File: src/rtl/ccff_chain_loader_pkg.sv
// rtl/ccff_chain_loader_pkg.sv - shared types, constants and helpers for the ccff chain loader
//
// Purpose : loader FSM state encoding, CRC-16-CCITT constants, a ceil-division
//           helper for derived sizes, and the single-bit CRC update step.
// Ports   : none (package).
package ccff_chain_loader_pkg;

  typedef enum logic [1:0] {
    IDLE   = 2'd0,
    LOAD   = 2'd1,
    VERIFY = 2'd2,
    DONE   = 2'd3
  } state_e;

  localparam logic [15:0] CRC16_POLY = 16'h1021;
  localparam logic [15:0] CRC16_INIT = 16'hFFFF;

  function automatic int ceil_div(input int num, input int den);
    return (num + den - 1) / den;
  endfunction

  // One MSB-first serial step of CRC-16-CCITT.
  function automatic logic [15:0] crc16_step(input logic [15:0] crc, input logic bit_in);
    logic fb;
    fb = crc[15] ^ bit_in;
    return {crc[14:0], 1'b0} ^ (fb ? CRC16_POLY : 16'h0000);
  endfunction

endpackage

File: src/rtl/ccff_crc16_serial.sv
// rtl/ccff_crc16_serial.sv - bit-serial CRC-16-CCITT accumulator
//
// Purpose : accumulates one bit per enabled cycle into a CRC-16-CCITT register.
// Ports   : clk     - clock, state on rising edge
//           clr     - synchronous clear to CRC16_INIT (wins over bit_en)
//           bit_en  - accumulate bit_in this cycle
//           bit_in  - serial data bit
//           crc     - current CRC value
module ccff_crc16_serial
  import ccff_chain_loader_pkg::*;
(
  input  logic        clk,
  input  logic        clr,
  input  logic        bit_en,
  input  logic        bit_in,
  output logic [15:0] crc
);

  logic [15:0] crc_q;
  logic [15:0] crc_d;

  always_comb begin
    crc_d = crc_q;
    if (clr) begin
      crc_d = CRC16_INIT;
    end else if (bit_en) begin
      crc_d = crc16_step(crc_q, bit_in);
    end
  end

  always_ff @(posedge clk) begin
    crc_q <= crc_d;
  end

  assign crc = crc_q;

endmodule

File: src/rtl/ccff_chain_loader.sv
// rtl/ccff_chain_loader.sv - serial bitstream loader for a tile configuration chain
//
// Purpose : takes configuration words over valid/ready, shifts them MSB-first
//           into the ccff chain with a gated-clock enable, counts exactly
//           CHAIN_LEN bits and then releases the fabric with cfg_done.
//           Optional readback verify (macro CCFF_CHAIN_LOADER_VERIFY_EN):
//           recirculates the chain once and compares CRCs of written and
//           read-back bits.
// Ports   : prog_clk, prog_reset (sync, active-high)
//           start                 - one-cycle load request, ignored while busy
//           cfg_word/_valid/_ready- host configuration word stream
//           ccff_head/ccff_tail   - chain serial in / serial out
//           ccff_shift_en         - enable for the external prog_clk ICG
//           busy, cfg_done, verify_err - status
module ccff_chain_loader
  import ccff_chain_loader_pkg::*;
#(
  parameter int CHAIN_LEN = 66,
  parameter int WORD_W    = 32
) (
  input  logic              prog_clk,
  input  logic              prog_reset,
  input  logic              start,
  input  logic [WORD_W-1:0] cfg_word,
  input  logic              cfg_word_valid,
  output logic              cfg_word_ready,
  output logic              ccff_head,
  input  logic              ccff_tail,
  output logic              ccff_shift_en,
  output logic              busy,
  output logic              cfg_done,
  output logic              verify_err
);

  localparam int CNT_W     = $clog2(CHAIN_LEN + 1);
  localparam int NWORDS    = ceil_div(CHAIN_LEN, WORD_W);
  localparam int BUF_CNT_W = $clog2(WORD_W + 1);
  // Largest number of bits one word can contribute; fits both counters.
  localparam int WORD_CAP  = (WORD_W < CHAIN_LEN) ? WORD_W : CHAIN_LEN;

  state_e                 state_q,     state_d;
  logic [CNT_W-1:0]       bits_left_q, bits_left_d;
  logic [WORD_W-1:0]      buf_q,       buf_d;
  logic [BUF_CNT_W-1:0]   buf_cnt_q,   buf_cnt_d;
  logic                   cfg_done_q,  cfg_done_d;

  logic                   load_shift;
  logic                   accept;

  // Shifting and ready both come from registered state only, so the host
  // never sees a combinational valid->ready path.
  assign load_shift     = (state_q == LOAD) && (buf_cnt_q != '0);
  assign cfg_word_ready = (state_q == LOAD) && (buf_cnt_q == '0) && (bits_left_q != '0);
  assign accept         = cfg_word_valid && cfg_word_ready;
  assign busy           = (state_q == LOAD) || (state_q == VERIFY);
  assign cfg_done       = cfg_done_q;

`ifdef CCFF_CHAIN_LOADER_VERIFY_EN
  logic [CNT_W-1:0] vcnt_q, vcnt_d;
  logic             verify_err_q, verify_err_d;
  logic             crc_clr;
  logic [15:0]      crc_load;
  logic [15:0]      crc_tail;
  logic             in_verify;

  assign in_verify     = (state_q == VERIFY);
  // During verify the chain feeds back on itself so its content survives.
  assign ccff_shift_en = load_shift || in_verify;
  assign ccff_head     = load_shift ? buf_q[WORD_W-1] : (in_verify ? ccff_tail : 1'b0);
  assign verify_err    = verify_err_q;

  ccff_crc16_serial u_crc_load (
    .clk    (prog_clk),
    .clr    (crc_clr),
    .bit_en (load_shift),
    .bit_in (buf_q[WORD_W-1]),
    .crc    (crc_load)
  );

  ccff_crc16_serial u_crc_tail (
    .clk    (prog_clk),
    .clr    (crc_clr),
    .bit_en (in_verify),
    .bit_in (ccff_tail),
    .crc    (crc_tail)
  );
`else
  logic unused_tail;

  assign unused_tail   = ccff_tail;
  assign ccff_shift_en = load_shift;
  assign ccff_head     = load_shift ? buf_q[WORD_W-1] : 1'b0;
  assign verify_err    = 1'b0;
`endif

  always_comb begin
    state_d     = state_q;
    bits_left_d = bits_left_q;
    buf_d       = buf_q;
    buf_cnt_d   = buf_cnt_q;
    cfg_done_d  = cfg_done_q;
`ifdef CCFF_CHAIN_LOADER_VERIFY_EN
    vcnt_d       = vcnt_q;
    verify_err_d = verify_err_q;
    crc_clr      = prog_reset;
`endif

    case (state_q)
      IDLE, DONE: begin
        if (start) begin
          state_d     = LOAD;
          bits_left_d = CNT_W'(CHAIN_LEN);
          buf_cnt_d   = '0;
          cfg_done_d  = 1'b0;
`ifdef CCFF_CHAIN_LOADER_VERIFY_EN
          verify_err_d = 1'b0;
          crc_clr      = 1'b1;
`endif
        end
      end

      LOAD: begin
        if (load_shift) begin
          buf_d       = {buf_q[WORD_W-2:0], 1'b0};
          buf_cnt_d   = buf_cnt_q - 1'b1;
          bits_left_d = bits_left_q - 1'b1;
          if (bits_left_q == CNT_W'(1)) begin
`ifdef CCFF_CHAIN_LOADER_VERIFY_EN
            state_d = VERIFY;
            vcnt_d  = CNT_W'(CHAIN_LEN);
`else
            state_d    = DONE;
            cfg_done_d = 1'b1;
`endif
          end
        end else if (accept) begin
          // The final word may carry more bits than the chain still needs;
          // the low surplus bits are simply never shifted out.
          buf_d = cfg_word;
          if (bits_left_q >= CNT_W'(WORD_CAP)) begin
            buf_cnt_d = BUF_CNT_W'(WORD_CAP);
          end else begin
            buf_cnt_d = BUF_CNT_W'(bits_left_q);
          end
        end
      end

`ifdef CCFF_CHAIN_LOADER_VERIFY_EN
      VERIFY: begin
        vcnt_d = vcnt_q - 1'b1;
        if (vcnt_q == CNT_W'(1)) begin
          state_d = DONE;
          // Fold the final tail bit in here rather than spending a cycle.
          if (crc_load == crc16_step(crc_tail, ccff_tail)) begin
            cfg_done_d = 1'b1;
          end else begin
            verify_err_d = 1'b1;
          end
        end
      end
`endif

      default: begin
        state_d = IDLE;
      end
    endcase
  end

  always_ff @(posedge prog_clk) begin
    if (prog_reset) begin
      state_q     <= IDLE;
      bits_left_q <= '0;
      buf_q       <= '0;
      buf_cnt_q   <= '0;
      cfg_done_q  <= 1'b0;
    end else begin
      state_q     <= state_d;
      bits_left_q <= bits_left_d;
      buf_q       <= buf_d;
      buf_cnt_q   <= buf_cnt_d;
      cfg_done_q  <= cfg_done_d;
    end
  end

`ifdef CCFF_CHAIN_LOADER_VERIFY_EN
  always_ff @(posedge prog_clk) begin
    if (prog_reset) begin
      vcnt_q       <= '0;
      verify_err_q <= 1'b0;
    end else begin
      vcnt_q       <= vcnt_d;
      verify_err_q <= verify_err_d;
    end
  end
`endif

endmodule

File: config.mk
export PLATFORM = sky130hd
export DESIGN_NAME = ccff_chain_loader
export DESIGN_NICKNAME = d
export VERILOG_FILES = /design/src/rtl/ccff_chain_loader_pkg.sv /design/src/rtl/ccff_crc16_serial.sv /design/src/rtl/ccff_chain_loader.sv
export SDC_FILE = /design/constraint.sdc
export NUM_CORES = 1
export LEC_CHECK = 0
export ABC_AREA = 1
export ABC_CLOCK_PERIOD_IN_PS = 2500
export BUFFER_PORTS_ARGS = -buffer_cell sky130_fd_sc_hd__buf_4
export CAP_MARGIN = 20
export CORE_MARGIN = 5
export CORE_UTILIZATION = 29
export CTS_CLUSTER_DIAMETER = 50
export CTS_CLUSTER_SIZE = 24
export DETAILED_ROUTE_END_ITERATION = 8
export PLACE_DENSITY = 0.56
export SETUP_SLACK_MARGIN = 0.3
export SYNTH_ARGS = -nofsm -noshare
export SYNTH_HDL_FRONTEND = slang
export SYNTH_HIERARCHICAL = 1
export SYNTH_SLANG_ARGS = --single-unit
File: constraint.sdc
create_clock -name prog_clk -period 2.5 [get_ports prog_clk]
set_input_delay 0.375 -clock prog_clk [delete_from_list [all_inputs] [get_ports prog_clk]]
set_output_delay 0.375 -clock prog_clk [all_outputs]
set_load 0.1 [all_outputs]
==> Word-level counts from Yosys, hierarchy flattened <==
Index checks and enable logic that the tools add are counted.
{ "word_totals": {"reg_bits": 48, "out_inout_bits": 6} }
{ "op_classes": {"addsub": 2, "magnitude_cmp": 1, "n_eq_ne": 8, "muxes": 19, "reduce_logical": 17} }
{ "ops": {"columns": ["cell", "count"], "rows": [
  ["$mux 32", 2],
  ["$mux 6", 4],
  ["$mux 7", 2],
  ["$pmux 7 s2", 1],
  ["$pmux 6 s2", 1],
  ["$reduce_and 3->1", 3],
  ["$eq 7x1->1 const B", 1],
  ["$ge 7x6->1 const B", 1],
  ["$reduce_bool 7->1", 1],
  ["$sub 7x1->7 const B", 1],
  ["$logic_not 6->1", 1],
  ["$mux 2", 3],
  ["$reduce_bool 6->1", 1],
  ["$sub 6x1->6 const B", 1],
  ["$eq 2x2->1 const B", 2],
  ["$logic_and 1x1->1", 4],
  ["$mux 1", 4],
  ["$ne 2x2->1 const B", 2],
  ["$pmux 2 s2", 1],
  ["$reduce_and 4->1", 1],
  ["$reduce_bool 2->1", 2],
  ["$ne 3x3->1 const B", 1],
  ["$eq 2x1->1 const B", 1],
  ["$logic_not 2->1", 1],
  ["5 further kinds", 5]
]} }

==> Longest topological paths before layout <==
Gate-level depths: netlist of the first run.
{ "depth": {"ltp_word": 7, "ltp_mapped": 11, "ltp_nobuf": 10} }

==> Worst setup path before layout of the first run <==
Ideal clock, no wire load.
{ "synth_timing": {"kind": "reg2out", "start": "register buf_cnt_q[0]", "end": "output port cfg_word_ready", "t_arrival_ns": 2.418, "setup_slack_ns": -0.293, "stages_incl_launch_ff": 7, "cell_sequence": "dfxtp_1 > inv_1 > ha_1 > nand2_1 > nor2_4 > nand2_1 > a21oi_1"} }
{ "synth_between": {"elab_chain_len": 3} }
{ "synth_rtl": {"columns": ["element", "line_no", "text"], "rows": [
  ["from (decl)", "ccff_chain_loader.sv:44", "logic [BUF_CNT_W-1:0] buf_cnt_q, buf_cnt_d;"],
  ["from (signal assigned)", "ccff_chain_loader.sv:180", "buf_cnt_q <= buf_cnt_d;"],
  ["$logic_not 6->1", "ccff_chain_loader.sv:53", "assign cfg_word_ready = (state_q == LOAD) && (buf_cnt_q == '0) && (bits_left_q != '0);"],
  ["$logic_and 1x1->1 (2 in series)", "ccff_chain_loader.sv:53", null],
  ["to (decl)", "ccff_chain_loader.sv:26", "output logic cfg_word_ready,"]
]} }
Every way passes these cells.

==> Worst setup path in the final report of the first run <==
Same ends and word-level chain as after synthesis.

==> results by group, run 1 <==
Routing
  – 1st-iter DRT viols: 135
  – DRC viols: 0
  – Vias per Instance: 4.54
  – Detailed-route wire length: 6360 µm
  – First-pass DRT Iterations: 4
  – Via Count: 2550
  – Average detailed-routed wire length per instance: 11.3 µm
  – Remaining antenna violation count: 0

Clock tree
  – CTS root buf: clkbuf_8
  – Total CTS buffers: 5
  – CTS Buffer Depth: 2
  – TritonCTS clock tree: done
  – H-tree depth: 2
  – Clock-pin slew on the worst setup and hold paths: 0.10 ns
  – Clock latency at the later pin of the worst-skew pair: 0.31 ns
  – Hold_buf cts: 0
  – Sink Count: 48
  – Setup Fix Bufs, Post-CTS: 0

Synth
  – Synthesized area: 2720 µm²
  – Primary FF master, synth: dfxtp_1
  – Gate Count Post-Synth: 419
  – Seq/Total Area, Yosys: 35.3%
  – EDFF count, synth: 0
  – Synth top area cells: dfxtp_1, nand2_1, nor2_1
  – Post-synth top cells: nand2_1, nor2_1, dfxtp_1
  – Post-Syn Area per Cell: 6.49 µm²
  – Number of synthesized register bits: 48
  – Largest area contributor in the synthesized netlist: dfxtp_1
  – Ys async rst share: 0%
  – Yosys warns: 6
  – Syn Nets: 462
  – Post-synth top area share: 35.3%
  – Yosys cell types: 30
  – Most numerous cell in the Yosys netlist: nand2_1

Global routing
  – Global-route wire length before repair: 11000 µm
  – Total GRT Usage: 11.7%
  – Number of global-route vias before repair: 2370
  – Initial antenna violation count: 0
  – GRT Residual Overflow: 0
  – Largest net degree at the start of global routing: 33

Timing
  – Final hold vios: 0
  – Hold Slack: 0.305 ns
  – Post-route setup slack: 0.400 ns
  – Fmax: 476 MHz
  – Worst Tran Pin Value: 0.627 ns
  – TNS Setup: 0 ns
  – Setup Skew: 0.00946 ns
  – Fin. max-slew vios: 0
  – # setup viols final: 0
  – Slew margin rel.: 58.2%
  – RSZ-0062 raised after global routing: false
  – Final worst path period need: 2.10 ns
  – Final period util: 84.0%

Placement
  – Placed cell area: 3060 µm²
  – Dpl ws: 0.319 ns
  – Port bufs: 40
  – Post-DP HPWL: 4420 µm
  – Placer Congestion: 0.871

Critical path
  – Worst path arrival time: 1.73 ns
  – WP data required: 2.12 ns
  – Crit end category: primary output
  – Startpoint Class: register
  – Max FO, Critical Path: 7
  – Critical path type: register to primary output

Finish
  – Final net count: 493
  – N_diodes: 0
  – Final instance area: 3190 µm²
  – Area of the multi-input gates: 1510 µm²
  – Layout cells sized above 1: 17.5%
  – Fill cell count: 997
  – FF+latch area: 961 µm²
  – Final Util: 34.7%
  – Area Growth Syn to Fin: 17.2%

Floorplanning
  – Die Span Y: 107 µm
  – I/O Pins: 43
  – Num rows: 35
  – Core area: 9200 µm²
  – Die area: 11400 µm²
  – Initial Util: 29.6%
  – Die width: 107 µm

Flow run
  – Max Cap Violations: 0

Hold path
  – Hold Crit Class: input port to register

Outcome
  – Outcome: finished, final reports clean

Power and ir drop
  – P_leak: 1.57 nW
  – Cell area power density: 1370 nW/µm²
  – Worst VDD drop: 392 µV
-- through the flow --
| stage | power (mW) | cells |
|---|---|---|
| 4_1_cts | 4.39 | 562 |
| 3_3_place_gp | 3.72 | 554 |
| 6_report | 4.36 | 562 |
| 2_1_floorplan | 3.40 | 419 |
| 3_5_place_dp | 3.77 | 554 |
| 5_1_grt | 4.79 | 562 |
-- final timing paths --
kind                    endpoint  slack [ns]            from  cells past startpoint
hold / removal    bits_left_q[2]        0.30      prog_reset                      2
setup reg to reg        buf_q[0]        0.50  bits_left_q[0]                     10
setup / recovery  cfg_word_ready        0.40    buf_cnt_q[0]                      7
hold reg to reg         cfg_done        0.46        cfg_done                      2
-- state kept, by name, summed over array words and instances (netlist names) --
register	cells
buf_q	32
cfg_done	1
buf_cnt_q	6
bits_left_q	7
state_q	2
-- critical path: stages, from the launching register on --
cell and delay [ns]:
dfxtp_1 0.33, inv_2 0.11, ha_1 0.23, nand2_1 0.11, nor2_4 0.15, nand2_1 0.11
a21oi_2 0.17, buf_8 0.22
-- layout by cell type (no fill, tap or decap), drive strengths merged, types with 3 or more instances in the layout --
cell	count
nor2	84
nand2	142
dfxtp	48
xor2	5
inv	28
buf	46
nand3	24
nand4	3
clkbuf	5
a21oi	19
o21ai	35
ha	6
-- power breakdown --
| part | internal (mW) | switching, mW |
|---|---|---|
| Sequential | 1.12 | 0.209 |
| Clock | 0.302 | 0.295 |
| Combinational | 0.780 | 1.66 |
| Total | 2.20 | 2.16 |
-- layout make-up --
type | count | share of cell area [%]
Multi-Input combinational cell | 322 | 47.3
Inverter | 27 | 3.41
Clock buffer | 5 | 2.16
Clock inverter | 3 | 1.45
Timing Repair Buffer | 46 | 11.2
Sequential cell | 48 | 30.1
Tap cell | 111 | 4.35
-- routing by layer --
metal  vias up  GRT usage, %  part of all wire (%)
li1       1363             -                     -
met2        45          19.2                    46
met5         -             0                     0
met1      1133          15.2                    49
met3         9          2.05                   3.4
met4         0          4.75                   1.5
-- cells by family (layout without fill, tap and decap cells) --
logic type	Yosys count	in the layout	share of synthesized area [%]
compound gates	55	55	10.2
fa+ha+maj	6	6	2.76
buf+inv	49	81	9.61
other cells	1	1	0.138
simple gates	255	255	40.3
flops	48	48	35.3
xor+xnor	5	5	1.61
-- timing repair --
| action | 4_1_cts | 5_1_grt |
|---|---|---|
| endpoints found under the setup margin | 2 | 32 |
| gates cloned | 0 | 0 |
| gates resized for setup | 6 | 1 |
No activity file was read; power rests on OpenSTA's default activity.
==> inputs of run 2 (changes only) <==
- ABC_AREA: 1 -> 0
- ABC_CLOCK_PERIOD_IN_PS: 2500 -> 2050
- PLACE_DENSITY: 0.56 -> 0.57
- clock period: 2.5 -> 2.05 ns (I/O delays scaled with it)
==> run 2 against run 1 <==
  * The flow now finishes with violations (setup timing)
  * Sequential power down 14%
  * Worst hold slack worse by 0.026 ns
  * Synthesized area down 12%
  * Worst setup slack worse by 0.42 ns
  * Count of clock-buffer cells in the layout up 1
  * Die area down 11%
  * Routed wire length up 6.0%
  * Power down 35%
  * Core utilization up 7.7 points
  * Cell area up 8.1%
  * Clock power down 0.8%
  * Via count down 6.0%
  * Largest cell class unchanged
==> results by group, run 2 <==
Critical path
  – Crit path from: bits_left_q[2]
  – Critical path's slowest cell: or4_4
  – Critical-path cell list: or3_4 > or4_4 > and3_4 > buf_12
  – Buf+Inv Stages, Crit Path: 1
  – Max stage delay on crit path: 0.43 ns
  – Worst path arrival time: 1.76 ns
  – Critical path type: register to primary output
  – RR Startpoint: bits_left_q[2]
  – Max FO, Critical Path: 2
  – WP data required: 1.74 ns
  – Crit end category: primary output
  – Family with the most delay on the worst path: simple AND/OR/NAND/NOR gates
  – Startpoint Class: register

Power and ir drop
  – P_leak: 1.40 nW
  – Worst VDD drop: 316 µV
  – Cell area power density: 828 nW/µm²

Timing
  – Slew margin rel.: 63.4%
  – Worst Tran Pin Value: 0.546 ns
  – Setup Skew: 0.00669 ns
  – RSZ-0062 raised after global routing: true
  – Fin. max-slew vios: 0
  – Hold Slack: 0.279 ns
  – Final period util: 101%
  – Post-route setup slack: -0.0176 ns
  – Final hold vios: 0
  – Final worst path period need: 2.07 ns
  – # setup viols final: 1
  – Fmax: 484 MHz

Clock tree
  – Clock latency at the later pin of the worst-skew pair: 0.30 ns
  – Total CTS buffers: 5
  – H-tree depth: 2
  – Sink Count: 48
  – TritonCTS clock tree: done
  – CTS Buffer Depth: 2
  – CTS root buf: clkbuf_8
  – Clock-pin slew on the worst setup and hold paths: 0.09 ns

Synth
  – Ys async rst share: 0%
  – Post-synth top area share: 40.3%
  – Synth top area cells: dfxtp_1, nand2_1, a311oi_1
  – Yosys cell types: 41
  – Most numerous cell in the Yosys netlist: nand2_1
  – Post-synth top cells: nand2_1, dfxtp_1, nor2_1
  – Yosys warns: 6
  – Number of synthesized register bits: 48
  – EDFF count, synth: 0
  – Largest area contributor in the synthesized netlist: dfxtp_1
  – Seq/Total Area, Yosys: 40.3%
  – Gate Count Post-Synth: 309
  – Synthesized area: 2390 µm²
  – Primary FF master, synth: dfxtp_1
  – Syn Nets: 352
  – Post-Syn Area per Cell: 7.73 µm²

Routing
  – Via Count: 2397
  – First-pass DRT Iterations: 5
  – DRC viols: 0
  – Average detailed-routed wire length per instance: 14.0 µm
  – Vias per Instance: 4.99
  – Detailed-route wire length: 6740 µm
  – 1st-iter DRT viols: 108
  – Remaining antenna violation count: 0

Finish
  – Commonest cells after routing, fill and taps aside: nand2_1, buf_4, nor2_1
  – Final Util: 42.4%
  – Final net count: 418
  – Top reg by flops: buf_q
  – Area Growth Syn to Fin: 44.4%
  – Commonest non-fill, non-tap cell in the layout: nand2_1
  – Max reg flops: 32
  – Layout cells sized above 1: 36.8%
  – Biggest regs: buf_q x32, bits_left_q x7, buf_cnt_q x6
  – N_diodes: 0

Placement
  – Post-DP HPWL: 4190 µm
  – Placer Congestion: 0.868
  – Port bufs: 40

Global routing
  – Largest net degree at the start of global routing: 37
  – Initial antenna violation count: 0
  – Global-route wire length before repair: 11000 µm
  – Total GRT Usage: 13.3%
  – GRT Residual Overflow: 0
  – Number of global-route vias before repair: 2301

Outcome
  – Violated checks: setup timing
  – Outcome: finished with violations

Hold path
  – Hold_sp: cfg_word[27]
  – Hold Crit Class: input port to register

Floorplanning
  – Core area: 8130 µm²
  – I/O Pins: 43
  – Num rows: 33
  – Die width: 101 µm
  – Die area: 10100 µm²
  – Initial Util: 29.3%
  – Die Span Y: 101 µm

Flow run
  – Max Cap Violations: 0
run 2: cell count changes after synthesis, sizes merged, moves of 3 or more:
cell / previous run / this run
o21ai: 35 / 8
o31ai: 0 / 3
buf: 18 / 10
inv: 26 / 11
a32o: 0 / 3
a21oi: 19 / 5
nor2: 84 / 46
a311oi: 0 / 33
and3: 0 / 4
nor3: 1 / 6
nand2: 142 / 75
nand3: 24 / 8
clkbuf: 4 / 13
run 2: routing by layer:
| metal | track usage (%) | vias to the layer above | share of wire [%] |
|---|---|---|---|
| li1 | - | 1223 | - |
| met1 | 17.6 | 1125 | 47 |
| met2 | 21.8 | 43 | 48 |
| met3 | 2.56 | 6 | 3.1 |
| met4 | 4.46 | 0 | 1.3 |
| met5 | 0 | - | 0 |
run 2: layout make-up:
class	count	area, µm²
Clock buffer	6	82.6
Clock inverter	1	8.76
Fill cell	792	4690
Inverter	11	48.8
Multi-Input combinational cell	229	1500
Sequential cell	48	972
Tap cell	105	131
Timing Repair Buffer	80	706
run 2: worst min-delay path, stage by stage:
cell and delay [ns]:
buf_4 0.10, nand2_1 0.05, a311oi_1 0.07
run 2: cells by family (layout without fill, tap and decap cells):
family          count (synthesis)  in the layout  share of synthesized area (%)
compound gates                 61             61                           20.3
xor+xnor                        5              5                           1.83
fa+ha+maj                       6              6                           3.14
buf+inv                        34             98                           6.55
flops                          48             48                           40.3
mux                             2              2                          0.839
other cells                     1              1                          0.157
simple gates                  152            154                           26.9
run 2: per-stage QoR:
| step | worst slack (ns) | instances | total power, mW | setup TNS [ns] | area (µm²) |
|---|---|---|---|---|---|
| final | -0.0176 | 480 | 2.85 | -0.0176 | 3450 |
| after global routing | -0.0677 | 480 | 3.03 | -0.770 | 3450 |
| after CTS | -0.0330 | 470 | 2.75 | -0.0330 | 3210 |
| after detailed placement | 0.0273 | 453 | 2.05 | 0 | 2960 |
| after global placement | 0.0888 | 453 | 2.04 | 0 | 2960 |
| after floorplan | -0.207 | 309 | 1.81 | -0.207 | 2500 |
run 2: report_power, final:
group | internal [mW] | switching [mW]
Sequential | 1.06 | 0.0745
Combinational | 0.507 | 0.615
Clock | 0.270 | 0.323
Total | 1.84 | 1.01
run 2: path summary, 6_finish.rpt:
check,to,slack (ns),cells past startpoint
min,buf_q[27],0.28,3
max reg2reg,buf_q[29],0.02,7
min reg2reg,cfg_done,0.45,2
max,cfg_word_ready,-0.02,4
run 2: what timing repair did:
action                     4_1_cts  5_1_grt
resized for setup               24       29
cloned                           3        2
setup endpoints to repair       45       46
pin swaps                        9       17
buffers inserted                 7        8
hold buffers                     0        0
